**src/rtl/adc_spi_reader.sv**
```systemverilog
// Single-shot ADC sequencer: strobes adc_cnv, waits for the ADC to drop busy,
// then clocks DATA_WIDTH bits MSB-first over SPI (mode 0) and presents the word.
module adc_spi_reader #(
    parameter int DATA_WIDTH   = 16,
    parameter int SCK_HALF     = 2,
    parameter int CNV_CYCLES   = 3,
    parameter int BUSY_TIMEOUT = 255
) (
    input  logic                  clk,
    input  logic                  rst,
    input  logic                  start,
    output logic                  ready,
    output logic                  adc_cnv,
    input  logic                  adc_busy,
    output logic                  adc_sck,
    input  logic                  adc_miso,
    output logic [DATA_WIDTH-1:0] data,
    output logic                  data_valid,
    output logic                  timeout_err
);

    function automatic int max2(input int a, input int b);
        return (a > b) ? a : b;
    endfunction

    localparam int BLANK_CYCLES = 3;
    localparam int CNT_MAX      = max2(max2(BUSY_TIMEOUT, CNV_CYCLES), max2(SCK_HALF, BLANK_CYCLES));
    localparam int CNT_W        = $clog2(CNT_MAX + 1);
    localparam int BIT_W        = $clog2(DATA_WIDTH);

    localparam logic [CNT_W-1:0] CNV_LAST     = CNT_W'(CNV_CYCLES - 1);
    localparam logic [CNT_W-1:0] BLANK_END    = CNT_W'(BLANK_CYCLES);
    localparam logic [CNT_W-1:0] TIMEOUT_AT   = CNT_W'(BUSY_TIMEOUT);
    localparam logic [CNT_W-1:0] HALF_LAST    = CNT_W'(SCK_HALF - 1);
    localparam logic [BIT_W-1:0] BIT_LAST     = BIT_W'(DATA_WIDTH - 1);

    typedef enum logic [2:0] {
        IDLE,
        CNV,
        WAIT_BUSY,
        SHIFT,
        DONE
    } state_t;

    state_t                  state, state_nxt;
    logic [CNT_W-1:0]        cnt, cnt_nxt;
    logic [BIT_W-1:0]        bit_cnt, bit_cnt_nxt;
    logic                    sck_q, sck_nxt;
    logic [DATA_WIDTH-1:0]   shift_q, shift_nxt;
    logic [DATA_WIDTH-1:0]   data_q;
    logic                    cnv_q;
    logic                    busy_p0, busy_p1;
    logic                    busy_expired;

    // Registered state, SPI clock, conversion strobe and busy synchronizer
    always_ff @(posedge clk or negedge rst) begin
        if (!rst) begin
            state   <= IDLE;
            cnt     <= '0;
            bit_cnt <= '0;
            sck_q   <= 1'b0;
            shift_q <= '0;
            data_q  <= '0;
            cnv_q   <= 1'b0;
            busy_p0 <= 1'b0;
            busy_p1 <= 1'b0;
        end else begin
            state   <= state_nxt;
            cnt     <= cnt_nxt;
            bit_cnt <= bit_cnt_nxt;
            sck_q   <= sck_nxt;
            shift_q <= shift_nxt;
            cnv_q   <= (state_nxt == CNV);
            busy_p0 <= adc_busy;
            busy_p1 <= busy_p0;
            // Load on entry to DONE so data and data_valid appear in the same cycle
            if (state_nxt == DONE) begin
                data_q <= shift_nxt;
            end
        end
    end

    always_comb begin
        state_nxt    = state;
        cnt_nxt      = cnt;
        bit_cnt_nxt  = bit_cnt;
        sck_nxt      = 1'b0;
        shift_nxt    = shift_q;
        busy_expired = 1'b0;

        case (state)
            IDLE: begin
                cnt_nxt     = '0;
                bit_cnt_nxt = '0;
                if (start) begin
                    state_nxt = CNV;
                end
            end

            CNV: begin
                if (cnt == CNV_LAST) begin
                    cnt_nxt   = '0;
                    state_nxt = WAIT_BUSY;
                end else begin
                    cnt_nxt = cnt + 1'b1;
                end
            end

            // Busy is only trusted from the fourth cycle on; the ADC may not
            // have raised it yet (plus synchronizer delay) right after cnv.
            WAIT_BUSY: begin
                if ((cnt >= BLANK_END) && !busy_p1) begin
                    cnt_nxt     = '0;
                    bit_cnt_nxt = '0;
                    state_nxt   = SHIFT;
                end else if (cnt == TIMEOUT_AT) begin
                    busy_expired = 1'b1;
                    cnt_nxt      = '0;
                    state_nxt    = IDLE;
                end else begin
                    cnt_nxt = cnt + 1'b1;
                end
            end

            SHIFT: begin
                sck_nxt = sck_q;
                if (cnt == HALF_LAST) begin
                    cnt_nxt = '0;
                    sck_nxt = ~sck_q;
                    if (!sck_q) begin
                        shift_nxt = {shift_q[DATA_WIDTH-2:0], adc_miso};
                    end else if (bit_cnt == BIT_LAST) begin
                        state_nxt = DONE;
                    end else begin
                        bit_cnt_nxt = bit_cnt + 1'b1;
                    end
                end else begin
                    cnt_nxt = cnt + 1'b1;
                end
            end

            DONE: begin
                state_nxt = IDLE;
            end

            default: begin
                state_nxt = IDLE;
            end
        endcase
    end

    assign ready       = (state == IDLE);
    assign adc_cnv     = cnv_q;
    assign adc_sck     = sck_q;
    assign data        = data_q;
    assign data_valid  = (state == DONE);
    assign timeout_err = busy_expired;

endmodule

```
**config.mk**
```make
export PLATFORM = sky130hd
export DESIGN_NAME = adc_spi_reader
export DESIGN_NICKNAME = d
export VERILOG_FILES = /design/src/rtl/adc_spi_reader.sv
export SDC_FILE = /design/constraint.sdc
export NUM_CORES = 1
export LEC_CHECK = 0
export BUFFER_PORTS_ARGS = -buffer_cell sky130_fd_sc_hd__buf_2
export CAP_MARGIN = 20
export CORE_ASPECT_RATIO = 0.9
export CORE_MARGIN = 2
export CORE_UTILIZATION = 55
export DETAILED_ROUTE_END_ITERATION = 6
export HOLD_SLACK_MARGIN = 0.03
export PLACE_DENSITY = 0.76
export RECOVER_POWER = 50
export SLEW_MARGIN = 5
export SYNTH_ARGS = -nofsm -noshare
export SYNTH_HDL_FRONTEND = slang
export SYNTH_SLANG_ARGS = --single-unit
```
**constraint.sdc**
```tcl
create_clock -name clk -period 2.6 [get_ports clk]
set_input_delay 0.65 -clock clk [delete_from_list [all_inputs] [get_ports clk]]
set_output_delay 0.65 -clock clk [all_outputs]
set_load 0.1 [all_outputs]
```
==> results by group <==
Run status
  – Status: complete, no violations

Floorplanning
  – I/O pins: 26
  – Die height: 66.0 um
  – Die ar.: 0.00482 mm2
  – FP Rows: 22
  – Initial Util: a little under three fifths
  – Die W: around 73 um
  – Core area: ~0.0041 mm2

STA
  – Final setup fails: 0
  – Final worst setup slack: 0.192 ns
  – Pins Over Slew Limit: 0
  – Final hold viol count: 0
  – F_max: between 0.4 and 0.5 GHz
  – Final Skew: between 0.005 and 0.006 ns
  – Pin slew with the least headroom to its limit: around 1.2 ns
  – Period utilization: 92.6%
  – Fin crit period: between 2 and 2.5 ns
  – RSZ-0062 raised after global routing: no
  – Worst slew margin: 22.7%

Routing
  – WL met2: between 1500 and 2000 um
  – WL met3: 141 um
  – Via/cell ratio: 5.64
  – DRT iter0 DRCs: ~120
  – Detailed-route via count: 1506
  – Met1 Wirelength: 1900 um
  – Total wire length: between 4000 and 5000 um
  – ANT nets after route: 0
  – DRC viols: 0
  – DR WL/cell: about 15 um
  – DR top layer: met4
  – Drt first pass iters: 4

Setup path
  – Arr. time, crit path: about 1.8 ns
  – WP data required: roughly 2 ns
  – Critical path fanouts, max: 6
  – Crit start category: flop
  – Worst setup path category: flop to output pin
  – Crit path capture type: output pin

Clock network
  – H-tree depth: 2
  – Clk buf depth: 2
  – Root buffer cell: clkbuf_8
  – # clock sinks: between 50 and 60
  – Inserted Clock Buffers: 5
  – CTS tree: done
  – Worst-skew pair later-pin latency: 0.30 ns
  – Clock-pin slew on the worst setup and hold paths: about 0.090 ns

Placement
  – DP HPWL: ~2800 um
  – Dpl cells: 258
  – Port Buf Inserts: 25
  – Setup slack after placement: 0.395 ns
  – RePlAce Congestion: roughly 0.86

Global route
  – Largest net degree at the start of global routing: 34
  – GRT Overall Usage: 19.2%
  – Initial antenna violation count: 0
  – GRT Residual Overflow: 0
  – First-pass GRT wire length: a little over 7000 um
  – Vias in the first global route: roughly 1600

Yosys
  – Synth cell count leaders: dfrtp_1, mux2_2, nor2_1, mux2_4, nand2_1
  – Cell with the most instances after synthesis: dfrtp_1
  – Synth top area share: approximately 54%
  – Post-synthesis register bit count: just over 50
  – Asr flop ratio synth: between 90% and 100%
  – Mapped Area: about 0.0024 mm2
  – Ys flop type: dfrtp_1
  – Register area share after synthesis: a little over half
  – Mapped Nets: 198
  – Avg Cell Area, Syn: about 12 um2
  – Area contributors post-synth: dfrtp_1, mux2_2, mux2_4
  – Yosys cell types: 40
  – Biggest area consumer among synthesized cells: dfrtp_1
  – EDFF count, synth: 0
  – Syn Inst Count: 189
  – Yosys Warn Count: 0

Layout
  – Diode count: 0
  – Fillers: 312
  – # nets final: 227
  – Synthesis-to-finish area growth: 11.9%
  – Non-Filler Instances: between 200 and 300
  – Layout cell share with drive strength beyond 1: between 30% and 40%

Power and ir drop
  – Worst VDD drop: between 0.4 and 0.5 mV
  – Leakage power total: between 0.001 and 0.0015 uW
  – Pwr/cell area: slightly below 900 mW/mm2

Run
  – MaxCap Viol Count: 0

Hold path
  – Hold WC Path Type: flop to flop
final timing paths:
path                                             to  depth (start not counted)  slack (ns)                from
worst max-delay path                    timeout_err                          4        0.19  cnt[4]$_DFFE_PN0P_
worst min register to register    busy_p1$_DFF_PN0_                          0        0.37   busy_p0$_DFF_PN0_
min in group asynchronous        cnt[1]$_DFFE_PN0P_                          1        0.47                 rst
max in group asynchronous         busy_p0$_DFF_PN0_                          2        0.83                 rst
worst min-delay path              busy_p1$_DFF_PN0_                          0        0.37   busy_p0$_DFF_PN0_
worst max register to register  data[5]$_DFFE_PN0N_                          6        0.35  cnt[4]$_DFFE_PN0P_
per-layer routing:
metal	GRT usage [%]	up-vias
li1	-	728
met1	25.3	751
met2	30.9	23
met3	5.49	4
met4	5.56	0
met5	0	-
registers in the layout (all words and copies together), names as in the netlist:
name     cells
busy_p0      1
bit_cnt      4
data        16
busy_p1      1
state        3
adc_cnv      1
cnt          8
shift_q     16
adc_sck      1
where the power goes:
group          total (uW)  switching [uW]  internal [uW]  leakage [uW]
Clock                 473             255            218     0.0000516
Combinational         759             459            300      0.000623
Sequential           1050             133            915      0.000688
Total                2280             847           1430       0.00136
area by class of cell:
cell class / instances / area (um2) / share of cell area [%]
flip-flops and latches: 51 / 1280 / 48.5
multi-input cells: 125 / 1020 / 38.6
repair buffers: 30 / 164 / 6.23
clock buffers: 6 / 82.6 / 3.14
well taps: 48 / 60.1 / 2.28
inverters: 5 / 18.8 / 0.713
clock inverters: 2 / 13.8 / 0.523
repair_timing:
action                     CTS  global route
hold buffers                 0             0
gates resized for setup      0             2
setup endpoints to repair    0             1
buffers inserted             0             1
worst max-delay path, cell delays in order, from the launching register on:
cell	delay, ns
dfrtp_1	0.48
nor4_4	0.35
a21o_2	0.23
and3_1	0.22
buf_12	0.18
stage by stage:
step	power [uW]	hold slack, ns	util, %	TNS (ns)	instance area (um2)
floorplan	1660	0.331	-	-0.135	2360
global placement	1770	0.335	61.8	0	2530
detailed placement	1820	0.350	61.8	0	2530
CTS	2290	0.279	64.1	0	2630
global route	2430	0.384	64.2	0	2630
finish	2280	0.372	64.2	0	2630
cell usage in the layout, fill, tap and decap left out, types with 2 or more instances in the layout:
| cell | n |
|---|---|
| buf_2 | 18 |
| nor3b_2 | 2 |
| a211o_1 | 3 |
| and3_1 | 5 |
| o21ai_0 | 4 |
| nor3_1 | 3 |
| buf_4 | 3 |
| mux2_2 | 25 |
| nor2_1 | 17 |
| nor3_2 | 3 |
| nor2b_1 | 3 |
| or3_2 | 2 |
| nand2_1 | 9 |
| or3_1 | 2 |
| ha_1 | 4 |
| a221oi_1 | 2 |
| a31oi_1 | 2 |
| a21oi_1 | 6 |
| clkbuf_1 | 7 |
| dfrtp_1 | 51 |
| inv_1 | 5 |
| mux2_4 | 9 |
| nand3_1 | 6 |
| xnor2_1 | 4 |
| clkbuf_8 | 6 |
| nand4_1 | 2 |
kinds of logic (layout without fill, tap and decap cells):
kind of cell,count (synthesis),in the layout,share of synthesized area [%]
simple gates,58,58,13.8
fa+ha+maj,4,4,2.13
buf+inv,13,43,3.30
xor+xnor,4,4,1.49
compound gates,25,25,7.29
mux,34,34,17.7
flops,51,51,54.3
(Power assumes the default switching activity.)
